===== src/rtl/polyphase_interp_fir.sv =====
// Polyphase interpolating FIR: each accepted sample yields N_PHASE outputs,
// one phase per cycle, using runtime-loadable coefficients.
module polyphase_interp_fir #(
    parameter int NB_INPUT   = 8,
    parameter int NBF_INPUT  = 7,
    parameter int NB_OUTPUT  = 8,
    parameter int NBF_OUTPUT = 7,
    parameter int NB_COEFF   = 8,
    parameter int NBF_COEFF  = 7,
    parameter int N_PHASE    = 4,
    parameter int N_TAPS     = 6
) (
    input  logic                                clock,
    input  logic                                i_reset,
    input  logic                                i_valid,
    input  logic signed [NB_INPUT-1:0]          i_data,
    output logic                                o_ready,
    input  logic                                i_coeff_we,
    input  logic [$clog2(N_PHASE*N_TAPS)-1:0]   i_coeff_addr,
    input  logic signed [NB_COEFF-1:0]          i_coeff_data,
    output logic                                o_valid,
    output logic signed [NB_OUTPUT-1:0]         o_data,
    output logic [$clog2(N_PHASE)-1:0]          o_phase,
    output logic                                o_sat
);

    localparam int N_COEFF  = N_PHASE * N_TAPS;
    localparam int NB_ADDR  = $clog2(N_COEFF);
    localparam int NB_PHASE = $clog2(N_PHASE);
    localparam int NB_ACC   = NB_INPUT + NB_COEFF + $clog2(N_TAPS);
    localparam int SHIFT    = NBF_INPUT + NBF_COEFF - NBF_OUTPUT;
    localparam int NB_TOP   = NB_ACC - SHIFT - NB_OUTPUT + 1;

    localparam logic [NB_PHASE-1:0] LAST_P   = NB_PHASE'(N_PHASE - 1);
    localparam logic [NB_ADDR:0]    ADDR_LIM = (NB_ADDR + 1)'(N_COEFF);

    typedef enum logic {IDLE, RUN} state_t;

    state_t                      state;
    logic [NB_PHASE-1:0]         p;
    logic signed [NB_INPUT-1:0]  x     [N_TAPS];
    logic signed [NB_COEFF-1:0]  coeff [N_COEFF];
    logic signed [NB_ACC-1:0]    acc;
    logic [NB_TOP-1:0]           top;
    logic                        ovf;
    logic signed [NB_OUTPUT-1:0] sat_data;
    logic                        accept;
    logic                        last;
    logic                        addr_ok;

    assign last    = (p == LAST_P);
    assign o_ready = i_reset && ((state == IDLE) || last);
    assign accept  = i_valid && o_ready;
    assign addr_ok = ({1'b0, i_coeff_addr} < ADDR_LIM);

    // Phase p uses every N_PHASE-th coefficient starting at p.
    always_comb begin
        acc = '0;
        for (int k = 0; k < N_TAPS; k++) begin
            acc = acc
                + NB_ACC'(coeff[NB_ADDR'(p) + NB_ADDR'(k * N_PHASE)])
                * NB_ACC'(x[k]);
        end
    end

    // Discarded integer bits plus the output sign must all agree.
    always_comb begin
        top      = acc[NB_ACC-1 -: NB_TOP];
        ovf      = !((&top) || !(|top));
        sat_data = acc[SHIFT +: NB_OUTPUT];
        if (ovf) begin
            sat_data = acc[NB_ACC-1]
                     ? {1'b1, {(NB_OUTPUT-1){1'b0}}}
                     : {1'b0, {(NB_OUTPUT-1){1'b1}}};
        end
    end

    always_ff @(posedge clock) begin
        if (!i_reset) begin
            state   <= IDLE;
            p       <= '0;
            o_valid <= 1'b0;
            o_data  <= '0;
            o_phase <= '0;
            o_sat   <= 1'b0;
            for (int k = 0; k < N_TAPS; k++) x[k] <= '0;
            for (int i = 0; i < N_COEFF; i++) coeff[i] <= '0;
        end else begin
            o_valid <= (state == RUN);
            o_sat   <= (state == RUN) && ovf;
            if (state == RUN) begin
                o_data  <= sat_data;
                o_phase <= p;
            end
            if (i_coeff_we && addr_ok) coeff[i_coeff_addr] <= i_coeff_data;
            if (accept) begin
                for (int k = N_TAPS - 1; k > 0; k--) x[k] <= x[k-1];
                x[0] <= i_data;
            end
            unique case (state)
                IDLE: begin
                    if (accept) begin
                        state <= RUN;
                        p     <= '0;
                    end
                end
                RUN: begin
                    if (!last) begin
                        p <= p + NB_PHASE'(1);
                    end else begin
                        p <= '0;
                        if (!accept) state <= IDLE;
                    end
                end
                default: state <= IDLE;
            endcase
        end
    end

endmodule


===== config.mk =====
export PLATFORM = sky130hd
export DESIGN_NAME = polyphase_interp_fir
export DESIGN_NICKNAME = d
export VERILOG_FILES = /design/src/rtl/polyphase_interp_fir.sv
export SDC_FILE = /design/constraint.sdc
export NUM_CORES = 1
export LEC_CHECK = 0
export BUFFER_PORTS_ARGS = -buffer_cell sky130_fd_sc_hd__buf_2
export CORE_UTILIZATION = 35
export CTS_CLUSTER_SIZE = 28
export DETAILED_ROUTE_END_ITERATION = 10
export GPL_ROUTABILITY_DRIVEN = 0
export PLACE_DENSITY_LB_ADDON = 0.1
export SYNTH_ARGS = -nofsm -noshare
export SYNTH_HDL_FRONTEND = slang
export SYNTH_SLANG_ARGS = --single-unit

===== constraint.sdc =====
create_clock -name clock -period 17.1 [get_ports clock]
set_input_delay 3.42 -clock clock [delete_from_list [all_inputs] [get_ports clock]]
set_output_delay 3.42 -clock clock [all_outputs]
set_load 0.01 [all_outputs]

==> flow_metrics.py, run 1 <==
metrics = {
    "outcome": {
        "status": "completed",
    },
    "floorplanning": {
        "die_x_um": 282,
        "core_area_um2": 77600,
        "num_rows": 102,
        "die-area_um2": 79700,
        "die_y_um": 282,
        "ios": 38,
        "initial_core_util_pct": 35.4,
    },
    "worst_setup_path": {
        "cp_num_buf_inv": 8,
        "arrival_ns": 9.96,
        "path_delay_family": "adder cells",
        "crit_top_cell": "fa_1",
        "max_stage_delay_ns": 0.76,
        "cpMaxStageDelayCell": "mux4_2",
        "crit_path_max_fanout": 44,
        "end_kind": "flip-flop",
        "r2r_cells": 28,
        "startpoint_type": "flip-flop",
        "r2r-start": "p[0]",
        "critPathKind": "reg2reg",
        "reg2reg_slack_ns": 7.64,
        "r2r_end": "o_data[2]",
        "critPathRequiredTime_ns": 17.60,
    },
    "layout": {
        "final_layout_size_suffix_gt1_share_pct": 7.18,
        "post-route-util_pct": 38.6,
        "fin_nets": 3046,
        "fillers": 7728,
        "final_area_um2": 30000,
        "syn2layout_area_growth_pct": 9.07,
    },
    "yosys": {
        "synth.cell_area_um2": 27500,
        "synth_edf_count": 240,
        "seq_area_frac_synth_pct": 27.5,
        "avgSynthCellArea_um2": 11.7,
        "synth-main-ff-cell": "edfxtp_1",
        "ys_ff_latch": 257,
        "ys_warn_count": 0,
        "synth_cells": 2357,
        "synth.distinct_cells": 56,
        "yosysTopAreaCellShare_pct": 37.0,
        "async_flop_share_pct": 0,
        "yosys.area_share.simple_pct": 14.4,
        "synthMuxAreaShare_pct": 4.17,
        "synth_xor_area_share_pct": 0.824,
        "synth_compound_area_share_pct": 1.81,
        "synth_adder_area_share_pct": 42.8,
        "synth_top_family_by_area": "adder cells",
        "yosysTopAreaCell": "fa_1",
        "synth_nets": 3018,
        "yosys-top-cells-area": "fa_1 (37%), edfxtp_1 (26%), and2_1 (10%)",
    },
    "clocking": {
        "cts_sinks": 257,
        "ctsHtreeMaxLevel": 2,
        "cts_buffer_depth": 3,
        "cts_buffers": 34,
        "root_buffer": "clkbuf_16",
        "cts-hold-fix-buffers": 0,
        "cts_setup_buffers": 0,
        "worstSkewPairLatency_ns": 0.56,
        "path_clk_slew_ns": 0.06,
        "cts_tree": "yes",
        "cts_resized": 0,
    },
    "timing": {
        "tns_ns": 0,
        "period_minus_slack_ns": 9.46,
        "fmax_mhz": 106,
        "slew_violations": 0,
        "finalHoldViolCount": 0,
        "slew_headroom_pct": 13.9,
        "skew_ns": 0.0204,
        "worst_pin_slew_ns": 1.28,
        "min_period_over_period_pct": 55.3,
        "rsz0062_at_grt": "no",
        "setup_violations": 0,
    },
    "placed_design": {
        "dp_hpwl_um": 60600,
        "io_buffers": 37,
        "place_area_um2": 28800,
    },
    "grt": {
        "antenna_found_initial": 2,
        "grt-ovfl-total": 0,
        "grt_max_degree": 50,
        "grtUsageMet2_pct": 34.2,
        "use_met1_pct": 26.6,
        "met3_usage_pct": 3.05,
        "grt_pass1_wl_um": 117000,
        "grt_use_total_pct": 20.1,
        "busiest_layer": "met2",
        "grt_pass1_vias": 18700,
    },
    "routing": {
        "num_vias": 16000,
        "routed_wl_um": 74800,
        "avgRoutedWirePerCell_um": 21.7,
        "viasPerCell": 4.65,
        "drc": 0,
        "dr.pass1.iters": 7,
        "first_iter_violations": 959,
        "ant_nets": 0,
    },
    "worst_hold_path": {
        "whs_path_depth": 1,
        "hold_class": "reg2reg",
        "min-delay-start": "o_data[4]",
        "worstHoldEndpoint": "o_data[4]",
    },
    "run": {
        "max_cap_viol_count": 0,
    },
}
## synth_stat cells, drive strengths merged, types with 6 or more instances
| master | number |
|---|---|
| o21ai | 36 |
| and2 | 457 |
| edfxtp | 240 |
| inv | 556 |
| fa | 508 |
| nor2b | 21 |
| ha | 128 |
| nor2 | 41 |
| dfxtp | 17 |
| nand2 | 130 |
| nand2b | 26 |
| mux4 | 48 |
| a221o | 6 |
| clkbuf | 44 |
| xnor2 | 22 |
| buf | 15 |
| a21oi | 13 |
## routing by layer
layer | share of wire [%] | wire length, µm
met1 | 44 | 33200
met2 | 49 | 36600
met3 | 4.1 | 3060
met4 | 2.6 | 1920
met5 | 0.017 | 13
## cell families after synthesis
group,Yosys count
fa+ha+maj,636
mux,54
compound gates,72
buf+inv,615
xor+xnor,25
simple gates,698
flops,257
## worst register-to-register path: cells and delay by family (launching register included)
family | cells | cell delay [ns]
compound gates | 4 | 0.92
buf+inv | 8 | 1.12
flops | 1 | 0.31
simple gates | 4 | 0.91
fa+ha+maj | 10 | 5.12
mux | 2 | 1.06
## how the worst max path moves through the flow
stage / start / end / cells past startpoint
2_1_floorplan: p[0] / o_data[2] / 28
3_3_place_gp: p[0] / o_data[2] / 28
3_5_place_dp: p[0] / o_data[2] / 28
4_1_cts: p[0] / o_data[2] / 28
5_1_grt: p[0] / o_data[2] / 28
6_report: p[0] / o_data[2] / 28
## registers in the layout, summed over array words and instances (netlist names), named ones only
register	flops
o_data	8
x	48
o_valid	1
state	1
p	2
coeff	192
o_phase	2
o_sat	1
## layout make-up
type	instances	area [µm²]	share of cell area, %
Timing Repair Buffer	51	288	0.960
Inverter	556	2090	6.96
Multi-Input combinational cell	1485	17600	58.8
Sequential cell	257	7550	25.2
Clock inverter	13	148	0.492
Antenna cell	2	5.00	0.0167
Clock buffer	48	985	3.28
Tap cell	1040	1300	4.34
## stage by stage
step | cells | setup slack [ns] | hold slack, ns
2_1_floorplan | 2357 | 8.49 | 0.522
3_3_place_gp | 3388 | 7.72 | 0.503
3_5_place_dp | 3388 | 7.62 | 0.500
4_1_cts | 3449 | 7.59 | 0.514
5_1_grt | 3450 | 7.19 | 0.535
6_report | 3452 | 7.64 | 0.520
## layout by cell type (no fill, tap or decap), types with 3 or more instances in the layout
cell type	instances
inv_1	556
fa_1	508
and2_1	457
edfxtp_1	240
nand2_1	130
ha_1	128
mux4_2	48
nor2_1	41
buf_2	38
clkbuf_16	35
o21ai_0	26
nand2b_1	25
nor2b_1	21
xnor2_1	21
dfxtp_1	15
buf_4	13
o21ai_1	9
a21oi_1	9
clkbuf_1	7
a221o_1	6
clkbuf_8	6
mux2i_1	5
clkinv_2	5
nand3_1	4
nand3b_1	3
xor2_1	3
a21oi_2	3
a211oi_1	3
inv_6	3
Power of run 1 is not shown: default switching activity piles up to over one toggle a cycle in this logic, so the estimate is an artifact.
==> run 2: changes to the inputs <==
ABC_AREA = 1   (was default)
clock period = 9.6 ns   (was 17.1 ns; I/O delays follow)
==> run 2 against run 1 <==
Count of clock-buffer cells in the layout fell by 2. Sequential cell count did not move. Clock skew rose by 0.0019 ns. Fmax rose by 7.8%. Worst hold slack got worse by 0.058 ns. Global-route usage rose by 1.0 points.
==> flow_metrics.py, run 2 <==
metrics = {
    "clocking": {
        "cts_resized": 0,
        "cts_sinks": 257,
        "cts-hold-fix-buffers": 0,
        "cts_buffers": 35,
        "cts_tree": "yes",
        "path_clk_slew_ns": 0.06,
        "worstSkewPairLatency_ns": 0.57,
        "root_buffer": "clkbuf_16",
        "ctsHtreeMaxLevel": 2,
        "cts_setup_buffers": 0,
        "cts_buffer_depth": 3,
    },
    "layout": {
        "regMostFlops": "coeff",
        "final_layout_size_suffix_gt1_share_pct": 4.32,
        "syn2layout_area_growth_pct": 9.32,
        "largest_register_ffs": 192,
        "antennaDiodeCount": 0,
        "reg_top3": "coeff x192, x x48, o_data x8",
        "fin_nets": 3583,
        "fillers": 7750,
        "final_common_cell": "inv_1",
        "layout_common_cells": "inv_1 (676), nor2_1 (518), nand2_1 (509)",
        "instances_no_fill": 3973,
    },
    "worst_setup_path": {
        "crit_top_cell": "fa_1",
        "critPathLaunch": "p[1]",
        "reg2reg_slack_ns": 0.82,
        "endpoint": "o_data[2]",
        "critPathRequiredTime_ns": 10.05,
        "crit_path_max_fanout": 26,
        "arrival_ns": 9.23,
        "max_stage_delay_ns": 0.80,
        "critPathKind": "reg2reg",
        "r2r-start": "p[1]",
        "r2r_end": "o_data[2]",
        "startpoint_type": "flip-flop",
        "cpMaxStageDelayCell": "fa_1",
        "r2r_cells": 33,
        "end_kind": "flip-flop",
    },
    "routing": {
        "routed_wl_um": 80000,
        "drc": 0,
        "first_iter_violations": 1351,
        "viasPerCell": 4.73,
        "avgRoutedWirePerCell_um": 20.1,
        "num_vias": 18800,
        "dr.pass1.iters": 5,
        "ant_nets": 0,
    },
    "floorplanning": {
        "core_area_um2": 76500,
        "num_rows": 101,
        "die-area_um2": 78900,
        "ios": 38,
        "die_y_um": 281,
        "initial_core_util_pct": 35.6,
        "die_x_um": 281,
    },
    "yosys": {
        "async_flop_share_pct": 0,
        "yosysTopAreaCell": "fa_1",
        "seq_area_frac_synth_pct": 27.7,
        "yosys-top-cells-area": "fa_1 (37%), edfxtp_1 (26%), inv_1 (9.3%)",
        "synth_nets": 3544,
        "synth-main-ff-cell": "edfxtp_1",
        "yosys-top-cells-count": "inv_1 (676), nor2_1 (518), nand2_1 (511)",
        "synth.distinct_cells": 35,
        "avgSynthCellArea_um2": 9.44,
        "synth.most_common_cell": "inv_1",
        "synth_edf_count": 240,
        "ys_warn_count": 0,
        "synth.cell_area_um2": 27200,
        "synth_cells": 2883,
        "ys_ff_latch": 257,
        "yosysTopAreaCellShare_pct": 37.4,
    },
    "timing": {
        "slew_violations": 0,
        "tns_ns": 0,
        "slew_headroom_pct": 17.0,
        "setup_slack_ns": 0.817,
        "setup_violations": 0,
        "skew_ns": 0.0223,
        "period_minus_slack_ns": 8.78,
        "finalHoldViolCount": 0,
        "min_period_over_period_pct": 91.5,
        "fmax_mhz": 114,
        "worst_pin_slew_ns": 1.24,
        "rsz0062_at_grt": "no",
    },
    "grt": {
        "grt_use_total_pct": 21.2,
        "grt_pass1_wl_um": 122000,
        "grt-ovfl-total": 0,
        "antenna_found_initial": 2,
        "grt_max_degree": 84,
        "grt_pass1_vias": 19700,
    },
    "placed_design": {
        "dp_hpwl_um": 66300,
        "pre_cts_ws_ns": 0.901,
        "io_buffers": 37,
        "placedCellCount": 3915,
    },
    "outcome": {
        "status": "completed",
    },
    "run": {
        "max_cap_viol_count": 0,
    },
    "worst_hold_path": {
        "hold_class": "reg2reg",
    },
}
==> run 2: through the flow <==
stage / instance area [µm²] / util (%) / hold slack [ns]
after global routing: 29800 / 38.9 / 0.480
after floorplan: 27200 / - / 0.484
after global placement: 28700 / 37.5 / 0.445
final: 29800 / 38.9 / 0.462
after CTS: 29800 / 38.9 / 0.463
after detailed placement: 28700 / 37.5 / 0.455
==> run 2: cell type report <==
| type | count | area [µm²] | area share (%) |
|---|---|---|---|
| clock buffers | 46 | 917 | 3.08 |
| clock inverters | 12 | 179 | 0.601 |
| inverters | 685 | 2570 | 8.65 |
| multi-input cells | 1884 | 16900 | 56.8 |
| flip-flops and latches | 257 | 7550 | 25.4 |
| well taps | 1030 | 1290 | 4.33 |
| repair buffers | 59 | 363 | 1.22 |
==> run 2: how the worst min path moves through the flow <==
| stage | startpoint | end | slack, ns | cells after the start |
|---|---|---|---|---|
| 6_report | o_phase[0] | o_phase[0] | 0.46 | 2 |
| 4_1_cts | o_phase[0] | o_phase[0] | 0.46 | 2 |
| 5_1_grt | o_phase[0] | o_phase[0] | 0.48 | 2 |
| 2_1_floorplan | o_phase[0] | o_phase[0] | 0.48 | 2 |
| 3_3_place_gp | o_phase[0] | o_phase[0] | 0.44 | 2 |
| 3_5_place_dp | o_phase[0] | o_phase[0] | 0.46 | 2 |
==> run 2: critical path: cells and delay by family (launching register included) <==
| family | cells | cell delay, ns |
|---|---|---|
| simple gates | 11 | 1.37 |
| flops | 1 | 0.32 |
| compound gates | 2 | 0.26 |
| fa+ha+maj | 10 | 5.40 |
| buf+inv | 10 | 1.28 |
==> run 2: kinds of logic (layout without fill, tap and decap cells) <==
| kind of cell | Yosys count | in the layout | synth area share [%] |
|---|---|---|---|
| XOR/XNOR | 16 | 16 | 0.515 |
| adder cells (fa/ha/maj) | 636 | 636 | 43.2 |
| flip-flops | 257 | 257 | 27.7 |
| AO/OA/AOI/OAI | 59 | 59 | 1.30 |
| AND/OR/NAND/NOR | 1173 | 1173 | 17.0 |
| buffers and inverters | 742 | 802 | 10.2 |
==> run 2: metal layers <==
metal	vias up	part of all wire (%)	track usage, %
met5	-	0	0
met1	9651	45	29.6
met2	443	47	34.2
met3	75	5.9	3.53
li1	8625	-	-
met4	0	2.3	4.99
Power of run 2 is left out for the same reason.
